===== config.mk =====
export PLATFORM = sky130hd
export DESIGN_NAME = pktbuf_rd_arb_flat
export DESIGN_NICKNAME = d
export VERILOG_FILES = /design/src/rtl/pktbuf_rd_arb_pkg.sv /design/src/rtl/pktbuf_rd_arb_if.sv /design/src/rtl/pktbuf_rd_arb_rd_tag_fifo.sv /design/src/rtl/pktbuf_rd_arb.sv /design/src/flat_wrapper.sv
export SDC_FILE = /design/constraint.sdc
export NUM_CORES = 1
export LEC_CHECK = 0
export ABC_AREA = 1
export CORE_MARGIN = 4
export CORE_UTILIZATION = 35
export DETAILED_ROUTE_END_ITERATION = 7
export GPL_TIMING_DRIVEN = 0
export PLACE_DENSITY = 0.72
export SYNTH_ARGS = -nofsm -noshare
export SYNTH_HDL_FRONTEND = slang
export SYNTH_HIERARCHICAL = 1
export SYNTH_SLANG_ARGS = --single-unit

===== constraint.sdc =====
create_clock -name Clk -period 3.15 [get_ports Clk]
set_input_delay 0.63 -clock Clk [delete_from_list [all_inputs] [get_ports Clk]]
set_output_delay 0.63 -clock Clk [all_outputs]
set_load 0.03 [all_outputs]

===== src/rtl/pktbuf_rd_arb_pkg.sv =====
// Shared types and constants for the packet-buffer read arbiter.
package pktbuf_rd_arb_pkg;

  localparam int PKTBUF_AWIDTH = 10;
  localparam int FLIT_WIDTH    = 32;

  typedef logic [FLIT_WIDTH-1:0] flit_t;

  // Grant ownership: free arbitration, or port held by one requester for a burst.
  typedef enum logic [1:0] {
    IDLE = 2'd0,
    OWN0 = 2'd1,
    OWN1 = 2'd2
  } arb_state_t;

  // Identifies which requester issued an outstanding read.
  typedef logic req_id_t;

  localparam req_id_t REQ0 = 1'b0;
  localparam req_id_t REQ1 = 1'b1;

endpackage


===== src/rtl/pktbuf_rd_arb_if.sv =====
// Bundle of the two requester ports, the packet-buffer read port and status.
interface pktbuf_rd_arb_if #(
  parameter int AWIDTH = pktbuf_rd_arb_pkg::PKTBUF_AWIDTH
);
  import pktbuf_rd_arb_pkg::*;

  logic              req0_read;
  logic [AWIDTH-1:0] req0_address;
  logic              req0_lock;
  logic              req0_ready;
  logic              req0_readvalid;
  flit_t             req0_readdata;

  logic              req1_read;
  logic [AWIDTH-1:0] req1_address;
  logic              req1_lock;
  logic              req1_ready;
  logic              req1_readvalid;
  flit_t             req1_readdata;

  logic [AWIDTH-1:0] pkt_buffer_readaddress;
  logic              pkt_buffer_read;
  logic              pkt_buffer_readvalid;
  flit_t             pkt_buffer_readdata;

  logic              err_orphan;
  logic [31:0]       stats_grant0;
  logic [31:0]       stats_grant1;

  // Arbiter side.
  modport slave (
    input  req0_read, req0_address, req0_lock,
    output req0_ready, req0_readvalid, req0_readdata,
    input  req1_read, req1_address, req1_lock,
    output req1_ready, req1_readvalid, req1_readdata,
    output pkt_buffer_readaddress, pkt_buffer_read,
    input  pkt_buffer_readvalid, pkt_buffer_readdata,
    output err_orphan, stats_grant0, stats_grant1
  );

  // Requester / memory / monitor side.
  modport master (
    output req0_read, req0_address, req0_lock,
    input  req0_ready, req0_readvalid, req0_readdata,
    output req1_read, req1_address, req1_lock,
    input  req1_ready, req1_readvalid, req1_readdata,
    input  pkt_buffer_readaddress, pkt_buffer_read,
    output pkt_buffer_readvalid, pkt_buffer_readdata,
    input  err_orphan, stats_grant0, stats_grant1
  );

endinterface


===== src/rtl/pktbuf_rd_arb_rd_tag_fifo.sv =====
// rd_tag_fifo: in-order FIFO of 1-bit requester tags for split-transaction
// read ports. Head is visible combinationally so returns route with no delay.
// Pushes while full and pops while empty are ignored.
module pktbuf_rd_arb_rd_tag_fifo
  import pktbuf_rd_arb_pkg::*;
#(
  parameter int DEPTH = 8
) (
  input  logic                     Clk,
  input  logic                     Rst_n,
  input  logic                     push,
  input  req_id_t                  push_id,
  input  logic                     pop,
  output req_id_t                  head_id,
  output logic [$clog2(DEPTH):0]   count,
  output logic                     full,
  output logic                     empty
);

  localparam int PW = $clog2(DEPTH);

  req_id_t         tags_reg [DEPTH];
  logic [PW-1:0]   wr_ptr_reg;
  logic [PW-1:0]   rd_ptr_reg;
  logic [PW:0]     count_reg;
  logic            do_push;
  logic            do_pop;

  assign full    = (count_reg == (PW+1)'(DEPTH));
  assign empty   = (count_reg == '0);
  assign count   = count_reg;
  assign head_id = tags_reg[rd_ptr_reg];
  assign do_push = push && !full;
  assign do_pop  = pop && !empty;

  // Tag storage; contents are don't-care until written, so no reset.
  always_ff @(posedge Clk) begin
    if (do_push) tags_reg[wr_ptr_reg] <= push_id;
  end

  // Pointers wrap naturally because DEPTH is a power of two.
  always_ff @(posedge Clk or negedge Rst_n) begin
    if (!Rst_n) begin
      wr_ptr_reg <= '0;
      rd_ptr_reg <= '0;
      count_reg  <= '0;
    end else begin
      if (do_push) wr_ptr_reg <= wr_ptr_reg + 1'b1;
      if (do_pop)  rd_ptr_reg <= rd_ptr_reg + 1'b1;
      case ({do_push, do_pop})
        2'b10:   count_reg <= count_reg + 1'b1;
        2'b01:   count_reg <= count_reg - 1'b1;
        default: count_reg <= count_reg;
      endcase
    end
  end

endmodule


===== src/rtl/pktbuf_rd_arb.sv =====
// Two-way arbiter for the packet-buffer read port: req0 (data mover) and
// req1 (replay/debug). Supports locked bursts, registered issue, in-order
// tag tracking of outstanding reads and per-requester return routing.
module pktbuf_rd_arb
  import pktbuf_rd_arb_pkg::*;
#(
  parameter int MAX_OUTSTANDING = 8,
  parameter int AWIDTH          = PKTBUF_AWIDTH
) (
  input logic            Clk,
  input logic            Rst_n,
  pktbuf_rd_arb_if.slave bus
);

  localparam int CW = $clog2(MAX_OUTSTANDING) + 1;

  localparam logic [1:0] ST_IDLE = IDLE;
  localparam logic [1:0] ST_OWN0 = OWN0;
  localparam logic [1:0] ST_OWN1 = OWN1;

  logic [1:0]        state_reg, state_next;
  logic              rr_reg, rr_next;
  logic              rd_issue_reg;
  logic [AWIDTH-1:0] rd_addr_reg;
  logic              err_orphan_reg;
  logic [31:0]       grant0_reg, grant1_reg;

  logic              gnt0, gnt1;
  logic              space;
  logic              acc0, acc1;
  logic [CW-1:0]     inflight;
  req_id_t           head_id;
  logic              tag_empty;
  logic              unused_tag_full;

  // Readiness is judged on the registered count, so a pop this cycle frees
  // its slot only next cycle.
  assign space = (inflight < CW'(MAX_OUTSTANDING));

  // Grant selection: an owner excludes the other side; otherwise a lone
  // requester wins and a tie goes to the round-robin pointer.
  always_comb begin
    gnt0 = 1'b0;
    gnt1 = 1'b0;
    case (state_reg)
      ST_OWN0: gnt0 = bus.req0_read;
      ST_OWN1: gnt1 = bus.req1_read;
      default: begin
        gnt0 = bus.req0_read && (!rr_reg || !bus.req1_read);
        gnt1 = bus.req1_read && ( rr_reg || !bus.req0_read);
      end
    endcase
  end

  // Readies are forced low while reset is held.
  assign acc0 = Rst_n && gnt0 && space;
  assign acc1 = Rst_n && gnt1 && space;
  assign bus.req0_ready = acc0;
  assign bus.req1_ready = acc1;

  // Ownership and round-robin update.
  always_comb begin
    state_next = state_reg;
    rr_next    = rr_reg;
    case (state_reg)
      ST_OWN0: begin
        if (acc0 && !bus.req0_lock) begin
          state_next = ST_IDLE;
          rr_next    = 1'b1;
        end else if (!bus.req0_read && !bus.req0_lock) begin
          state_next = ST_IDLE;
        end
      end
      ST_OWN1: begin
        if (acc1 && !bus.req1_lock) begin
          state_next = ST_IDLE;
          rr_next    = 1'b0;
        end else if (!bus.req1_read && !bus.req1_lock) begin
          state_next = ST_IDLE;
        end
      end
      default: begin
        if (acc0) begin
          if (bus.req0_lock) state_next = ST_OWN0;
          else               rr_next    = 1'b1;
        end else if (acc1) begin
          if (bus.req1_lock) state_next = ST_OWN1;
          else               rr_next    = 1'b0;
        end
      end
    endcase
  end

  // Arbitration state registers.
  always_ff @(posedge Clk or negedge Rst_n) begin
    if (!Rst_n) begin
      state_reg <= ST_IDLE;
      rr_reg    <= 1'b0;
    end else begin
      state_reg <= state_next;
      rr_reg    <= rr_next;
    end
  end

  // One-cycle registered issue to the buffer; address holds when idle.
  always_ff @(posedge Clk or negedge Rst_n) begin
    if (!Rst_n) begin
      rd_issue_reg <= 1'b0;
      rd_addr_reg  <= '0;
    end else begin
      rd_issue_reg <= acc0 || acc1;
      if (acc0)      rd_addr_reg <= bus.req0_address;
      else if (acc1) rd_addr_reg <= bus.req1_address;
    end
  end

  // Sticky orphan flag and wrapping grant counters.
  always_ff @(posedge Clk or negedge Rst_n) begin
    if (!Rst_n) begin
      err_orphan_reg <= 1'b0;
      grant0_reg     <= '0;
      grant1_reg     <= '0;
    end else begin
      if (bus.pkt_buffer_readvalid && tag_empty) err_orphan_reg <= 1'b1;
      if (acc0) grant0_reg <= grant0_reg + 32'd1;
      if (acc1) grant1_reg <= grant1_reg + 32'd1;
    end
  end

  pktbuf_rd_arb_rd_tag_fifo #(
    .DEPTH (MAX_OUTSTANDING)
  ) u_tag_fifo (
    .Clk     (Clk),
    .Rst_n   (Rst_n),
    .push    (acc0 || acc1),
    .push_id (acc1 ? REQ1 : REQ0),
    .pop     (bus.pkt_buffer_readvalid),
    .head_id (head_id),
    .count   (inflight),
    .full    (unused_tag_full),
    .empty   (tag_empty)
  );

  assign bus.pkt_buffer_read        = rd_issue_reg;
  assign bus.pkt_buffer_readaddress = rd_addr_reg;

  // Returns go to the head tag's owner; an empty queue means an orphan.
  assign bus.req0_readvalid = bus.pkt_buffer_readvalid && !tag_empty && (head_id == REQ0);
  assign bus.req1_readvalid = bus.pkt_buffer_readvalid && !tag_empty && (head_id == REQ1);
  assign bus.req0_readdata  = bus.pkt_buffer_readdata;
  assign bus.req1_readdata  = bus.pkt_buffer_readdata;

  assign bus.err_orphan   = err_orphan_reg;
  assign bus.stats_grant0 = grant0_reg;
  assign bus.stats_grant1 = grant1_reg;

endmodule

===== src/flat_wrapper.sv =====
// flat-port wrapper written by rule: the top's interface ports become plain ports
module pktbuf_rd_arb_flat import pktbuf_rd_arb_pkg::*;
#(
  parameter int MAX_OUTSTANDING = 8,
  parameter int AWIDTH          = PKTBUF_AWIDTH
)
  (Clk, Rst_n, bus_req0_read, bus_req0_address, bus_req0_lock, bus_req0_ready, bus_req0_readvalid, bus_req0_readdata, bus_req1_read, bus_req1_address, bus_req1_lock, bus_req1_ready, bus_req1_readvalid, bus_req1_readdata, bus_pkt_buffer_readaddress, bus_pkt_buffer_read, bus_pkt_buffer_readvalid, bus_pkt_buffer_readdata, bus_err_orphan, bus_stats_grant0, bus_stats_grant1);
  pktbuf_rd_arb_if #(.AWIDTH(AWIDTH)) bus_i ();
  input logic Clk;
  input logic Rst_n;
  input wire logic [$bits(bus_i.req0_read)-1:0] bus_req0_read;
  input wire logic [$bits(bus_i.req0_address)-1:0] bus_req0_address;
  input wire logic [$bits(bus_i.req0_lock)-1:0] bus_req0_lock;
  output wire logic [$bits(bus_i.req0_ready)-1:0] bus_req0_ready;
  output wire logic [$bits(bus_i.req0_readvalid)-1:0] bus_req0_readvalid;
  output wire logic [$bits(bus_i.req0_readdata)-1:0] bus_req0_readdata;
  input wire logic [$bits(bus_i.req1_read)-1:0] bus_req1_read;
  input wire logic [$bits(bus_i.req1_address)-1:0] bus_req1_address;
  input wire logic [$bits(bus_i.req1_lock)-1:0] bus_req1_lock;
  output wire logic [$bits(bus_i.req1_ready)-1:0] bus_req1_ready;
  output wire logic [$bits(bus_i.req1_readvalid)-1:0] bus_req1_readvalid;
  output wire logic [$bits(bus_i.req1_readdata)-1:0] bus_req1_readdata;
  output wire logic [$bits(bus_i.pkt_buffer_readaddress)-1:0] bus_pkt_buffer_readaddress;
  output wire logic [$bits(bus_i.pkt_buffer_read)-1:0] bus_pkt_buffer_read;
  input wire logic [$bits(bus_i.pkt_buffer_readvalid)-1:0] bus_pkt_buffer_readvalid;
  input wire logic [$bits(bus_i.pkt_buffer_readdata)-1:0] bus_pkt_buffer_readdata;
  output wire logic [$bits(bus_i.err_orphan)-1:0] bus_err_orphan;
  output wire logic [$bits(bus_i.stats_grant0)-1:0] bus_stats_grant0;
  output wire logic [$bits(bus_i.stats_grant1)-1:0] bus_stats_grant1;
  assign bus_i.req0_read = bus_req0_read;
  assign bus_i.req0_address = bus_req0_address;
  assign bus_i.req0_lock = bus_req0_lock;
  assign bus_req0_ready = bus_i.req0_ready;
  assign bus_req0_readvalid = bus_i.req0_readvalid;
  assign bus_req0_readdata = bus_i.req0_readdata;
  assign bus_i.req1_read = bus_req1_read;
  assign bus_i.req1_address = bus_req1_address;
  assign bus_i.req1_lock = bus_req1_lock;
  assign bus_req1_ready = bus_i.req1_ready;
  assign bus_req1_readvalid = bus_i.req1_readvalid;
  assign bus_req1_readdata = bus_i.req1_readdata;
  assign bus_pkt_buffer_readaddress = bus_i.pkt_buffer_readaddress;
  assign bus_pkt_buffer_read = bus_i.pkt_buffer_read;
  assign bus_i.pkt_buffer_readvalid = bus_pkt_buffer_readvalid;
  assign bus_i.pkt_buffer_readdata = bus_pkt_buffer_readdata;
  assign bus_err_orphan = bus_i.err_orphan;
  assign bus_stats_grant0 = bus_i.stats_grant0;
  assign bus_stats_grant1 = bus_i.stats_grant1;
  pktbuf_rd_arb #(.MAX_OUTSTANDING(MAX_OUTSTANDING), .AWIDTH(AWIDTH)) u_core (.Clk(Clk), .Rst_n(Rst_n), .bus(bus_i));
endmodule

==> flow_summary.yaml, run 1 <==
floorplan:
  io_pins: 203
  core_mm2: 0.0172
  die-width_um: 140
  rows: 48
  fp.dieH_um: 140
  floorplan.initialDensity_pct: 35.6
  dieArea_mm2: 0.0196
clocking:
  clockBufferDepth: 2
  cts_made_buffers: 9
  clkSlewWorstSetupHoldPaths_ns: 0.07
  cts.sinks: 97
  h-tree-depth: 3
  clk-insertion-delay-late_ns: 0.35
  cts_tree: "built"
  clk_root_buffer_cell: "clkbuf_16"
route:
  drt_iter0_markers: 292
  drcViolationCount: 0
  wirelength_mm: 16.2
  avgRoutedWirePerCell_um: 13.1
  first_pass_iters: 5
  via_count: 5660
  ant_nets: 0
  vias_per_cell: 4.57
global_routing:
  antenna_found_initial: 0
  grt.total_usage_pct: 16.5
  grt_max_degree: 55
  grt_pass1_vias: 5411
  grt_pass1_wl_mm: 26.6
  grt_overflow: 0
placement:
  port_buffers: 170
  placed_area_mm2: 0.00812
  gp_congestion: 0.911
  dp_hpwl_mm: 12.7
  dp_cells: 1223
synthesis:
  postSynthCellCount: 827
  synth_area_mm2: 0.00611
  yosysWarnings: 6
  avgSynthCellArea_um2: 7.39
  syn_nets: 896
setup_path:
  reg2reg_to: "u_core/u_tag_fifo/count[3]$_DFFE_PN0P_"
  crit_top_cell: "buf_6"
  path_cells: "clkdlybuf4s50_1 -> nand3_1 -> nand3_4 -> buf_6 -> inv_1 -> buf_6 -> clkdlybuf4s18_2"
  r2r_slack_ns: 0.22
  worst-path-max-fanout: 18
  worst_ep_required_time_ns: 2.52
  slowest_delay_ns: 0.55
  cp_slowest_cell: "clkdlybuf4s50_1"
  reg2reg_from: "u_core/state_reg[1]$_DFFE_PN0P_"
  reg2reg_depth: 16
  cp-end-kind: "output pin"
  critical_path_class: "input pin to output pin"
  cp-start-kind: "input pin"
  critPathArrivalTime_ns: 2.34
power:
  pwr-share-clk_pct: 22.2
  p_int_mw: 2.87
  power_frac_seq_pct: 35.9
  power.net_switching_mw: 1.86
  power-per-cell-area_mw_per_mm2: 562
  swShare_pct: 39.3
  leakage_nw: 3.88
  ir_drop_mv: 0.388
  p_comb_share_pct: 41.9
sta:
  slew_headroom_pct: 72.9
  fmax_ghz: 0.337
  rsz0062_at_grt: "no"
  drv_slew: 0
  setup_violations: 0
  worstMarginPinSlew_ns: 0.403
  hold_viol_final: 0
  finalCritPeriodShare_pct: 94.2
  period_needed_ns: 2.97
  fin_skew_ns: 0.00787
cells_and_area:
  postLayoutCellArea_mm2: 0.00842
  diodes: 0
  fin_nets: 1078
  final_cell_mix: "nand2_1 (270), clkdlybuf4s50_1 (167), nor2_1 (111)"
  final_util_pct: 49.0
  syn_to_final_growth_pct: 37.8
  layout_commonest_cell: "nand2_1"
  final_cells: 1239
  fillers: 1706
  drive_above_1_share_pct: 11.3
flow_run:
  drv_cap: 0
worst_hold_path:
  hp-class: "input pin to asynchronous set/reset pin"
status:
  status: "completed"
[worst max-delay path by stage]
| stage | from | to | slack [ns] | cells past startpoint |
|---|---|---|---|---|
| 3_5_place_dp | Rst_n | bus_req1_ready | -0.42 | 8 |
| 2_1_floorplan | u_core/state_reg[0]$_DFFE_PN0P_ | u_core/u_tag_fifo/count[3]$_DFFE_PN0P_ | 0.45 | 17 |
| 6_report | bus_req0_read | bus_req1_ready | 0.18 | 7 |
| 4_1_cts | u_core/state_reg[0]$_DFFE_PN0P_ | bus_req1_ready | 0.04 | 9 |
| 3_3_place_gp | Rst_n | bus_req0_ready | -3.77 | 5 |
| 5_1_grt | u_core/state_reg[0]$_DFFE_PN0P_ | u_core/u_tag_fifo/count[3]$_DFFE_PN0P_ | 0.007 | 17 |
[power by group through the flow]
stage | registers [mW] | clock network [mW] | logic, mW
floorplan | 1.92 | 0 | 1.07
detailed placement | 1.72 | 0 | 1.98
global placement | 1.72 | 0 | 1.95
finish | 1.70 | 1.05 | 1.98
global route | 1.73 | 1.13 | 2.19
CTS | 1.70 | 1.08 | 1.99
[area by class of cell]
class	count	area (um^2)	share of cell area, %
Sequential cell	97	2470	29.3
Buffer	77	582	6.91
Timing Repair Buffer	171	1730	20.6
Clock buffer	13	260	3.09
Multi-Input combinational cell	575	2790	33.1
Inverter	78	293	3.48
Clock inverter	3	15.0	0.178
Tap cell	225	282	3.34
[worst max-delay path: cells and delay by family]
family        cells  cell delay [ns]
buf+inv           5             1.30
simple gates      2             0.41
[per-layer routing]
metal | wire (um) | global-route usage, % | up-vias
li1 | - | - | 2870
met2 | 7320 | 26.9 | 206
met5 | 0 | 0 | -
met4 | 175 | 4.54 | 0
met1 | 7330 | 21.7 | 2573
met3 | 1350 | 4.34 | 11
[per-stage QoR]
step	total power, mW	hold slack [ns]	setup WS, ns	setup TNS (ns)
4_1_cts	4.77	0.187	0.0356	0
6_report	4.73	0.149	0.182	0
5_1_grt	5.05	0.161	0.00658	0
3_5_place_dp	3.71	0.465	-0.416	-1.31
3_3_place_gp	3.67	0.459	-3.77	-454.90
2_1_floorplan	2.99	0.334	0.453	0
[timing repair]
action	4_1_cts	5_1_grt
hold buffers	0	0
gates cloned	0	0
endpoints found under the setup margin	2	2
setup buffers	0	0
gates resized for setup	6	6
Power figures use the tool's default switching activity.
==> run 2: changes to the inputs <==
--- a/config.mk
+++ b/config.mk
@@ -9,6 +9,7 @@
 export CORE_MARGIN = 4
 export CORE_UTILIZATION = 35
 export DETAILED_ROUTE_END_ITERATION = 7
+export GPL_ROUTABILITY_DRIVEN = 0
 export GPL_TIMING_DRIVEN = 0
 export PLACE_DENSITY = 0.72
 export SYNTH_ARGS = -nofsm -noshare
==> run 2 against run 1 <==
  * Sequential share of layout area down 0.45 points
  * Utilization up 0.76 points
  * Cell count grew 0.24%
  * Sequential power hardly changed
  * Wire length up 4.0%
  * Flip-flop and latch count is the same
  * Critical path type is now input pin to register
  * Critical path depth up 8
  * Critical endpoint is now u_core/u_tag_fifo/count[3]$_DFFE_PN0P_
  * Die area unchanged
==> flow_summary.yaml, run 2 (synthesis gave the netlist of run 1 again) <==
global_routing:
  grt_pass1_vias: 5634
  antenna_found_initial: 1
  grt.total_usage_pct: 17.2
  grt_pass1_wl_mm: 27.5
  grt_overflow: 0
  grt_max_degree: 49
route:
  vias_per_cell: 4.62
  drcViolationCount: 0
  via_count: 5732
  drt_iter0_markers: 322
  ant_nets: 0
  wirelength_mm: 16.8
  first_pass_iters: 5
  avgRoutedWirePerCell_um: 13.6
sta:
  fmax_ghz: 0.337
  slew_headroom_pct: 70.1
  worstMarginPinSlew_ns: 0.446
  period_needed_ns: 2.97
  setup_violations: 0
  finalCritPeriodShare_pct: 94.2
  rsz0062_at_grt: "no"
  fin_skew_ns: 0.00702
  drv_slew: 0
  holdWs_ns: 0.0961
  hold_viol_final: 0
cells_and_area:
  syn_to_final_growth_pct: 39.9
  final_cells: 1242
  diodes: 0
  fin_nets: 1081
  fillers: 1676
  layout_commonest_cell: "nand2_1"
  drive_above_1_share_pct: 11.8
  final_cell_mix: "nand2_1 (270), clkdlybuf4s50_1 (167), nor2_1 (110)"
setup_path:
  cp-end-kind: "register"
  reg2reg_from: "u_core/state_reg[1]$_DFFE_PN0P_"
  cp-startpoint: "bus_req0_read"
  critical_path_class: "input pin to register"
  worst-path-max-fanout: 12
  worst_ep_required_time_ns: 3.40
  cp-start-kind: "input pin"
  critPathArrivalTime_ns: 3.22
clocking:
  h-tree-depth: 3
  clk_root_buffer_cell: "clkbuf_16"
  cts_hold_buf: 0
  cts.sinks: 97
  clkSlewWorstSetupHoldPaths_ns: 0.07
  clk-insertion-delay-late_ns: 0.35
  cts_made_buffers: 9
  clockBufferDepth: 2
  cts_tree: "built"
floorplan:
  core_mm2: 0.0172
  floorplan.initialDensity_pct: 35.6
  io_pins: 203
  dieArea_mm2: 0.0196
  fp.dieH_um: 140
  rows: 48
  die-width_um: 140
power:
  leakage_nw: 3.95
  power-per-cell-area_mw_per_mm2: 575
  ir_drop_mv: 0.393
status:
  status: "completed"
placement:
  port_buffers: 170
  dp_cells: 1223
  dp_hpwl_mm: 12.9
worst_hold_path:
  hp-class: "input pin to asynchronous set/reset pin"
flow_run:
  drv_cap: 0
run 2: final timing paths:
kind / end / slack [ns] / cells after the start
max: u_core/u_tag_fifo/count[3]$_DFFE_PN0P_ / 0.18 / 15
min: u_core/bus.stats_grant1[6]$_DFFE_PN0P_ / 0.1 / 1
max reg2reg: u_core/u_tag_fifo/count[3]$_DFFE_PN0P_ / 0.27 / 15
min reg2reg: u_core/bus.err_orphan$_DFFE_PN0P_ / 0.47 / 1
max in group asynchronous: u_core/bus.stats_grant0[31]$_DFFE_PN0N_ / 2.55 / 2
min in group Clk: u_core/bus.err_orphan$_DFFE_PN0P_ / 0.47 / 1
run 2: area by class of cell:
type / instances / area (um^2) / share of cell area [%]
Buffer: 77 / 582 / 6.81
Clock inverter: 5 / 78.8 / 0.922
Tap cell: 225 / 282 / 3.29
Clock buffer: 11 / 243 / 2.84
Inverter: 78 / 293 / 3.43
Multi-Input combinational cell: 575 / 2800 / 32.7
Timing Repair Buffer: 174 / 1810 / 21.1
Sequential cell: 97 / 2470 / 28.9
run 2: routing by layer:
layer / global-route usage (%) / vias up / wire (um)
met5: 0 / - / 13
met4: 5.86 / 2 / 305
met3: 4.51 / 23 / 1590
met2: 28.0 / 236 / 7590
met1: 22.3 / 2587 / 7340
li1: - / 2884 / -
run 2: metrics by stage:
stage | power, mW | setup WS [ns] | area [um^2] | utilization, % | TNS, ns
2_1_floorplan | 2.99 | 0.453 | 6110 | - | 0
3_3_place_gp | 3.67 | -3.79 | 8090 | 47.1 | -458.03
3_5_place_dp | 3.71 | -0.825 | 8120 | 47.3 | -3.88
4_1_cts | 4.94 | 0.0455 | 8490 | 49.4 | 0
5_1_grt | 5.25 | 0.0157 | 8550 | 49.8 | 0
6_report | 4.92 | 0.182 | 8550 | 49.8 | 0
run 2: where the power goes:
| group | internal, mW | leakage [nW] | switching (mW) |
|---|---|---|---|
| registers | 1.48 | 1.24 | 0.225 |
| clock network | 0.717 | 0.159 | 0.489 |
| logic | 0.836 | 2.54 | 1.17 |
| total | 3.03 | 3.95 | 1.89 |
run 2: what timing repair did:
action	CTS	global route
buffers inserted	0	1
endpoints found under the setup margin	5	3
gates cloned	1	1
gates resized for setup	11	5
pin swaps	1	0
run 2: critical path: stages:
cell and delay [ns]:
clkdlybuf4s50_1 0.53, nand3_1 0.20, nand3_4 0.20, buf_6 0.17
nand2_2 0.07, buf_8 0.15, nand2_4 0.09, buf_6 0.13
ha_1 0.24, ha_1 0.28, or2_2 0.29, nand2_1 0.07
nand2_1 0.04, nand3_1 0.06, nand2_1 0.05
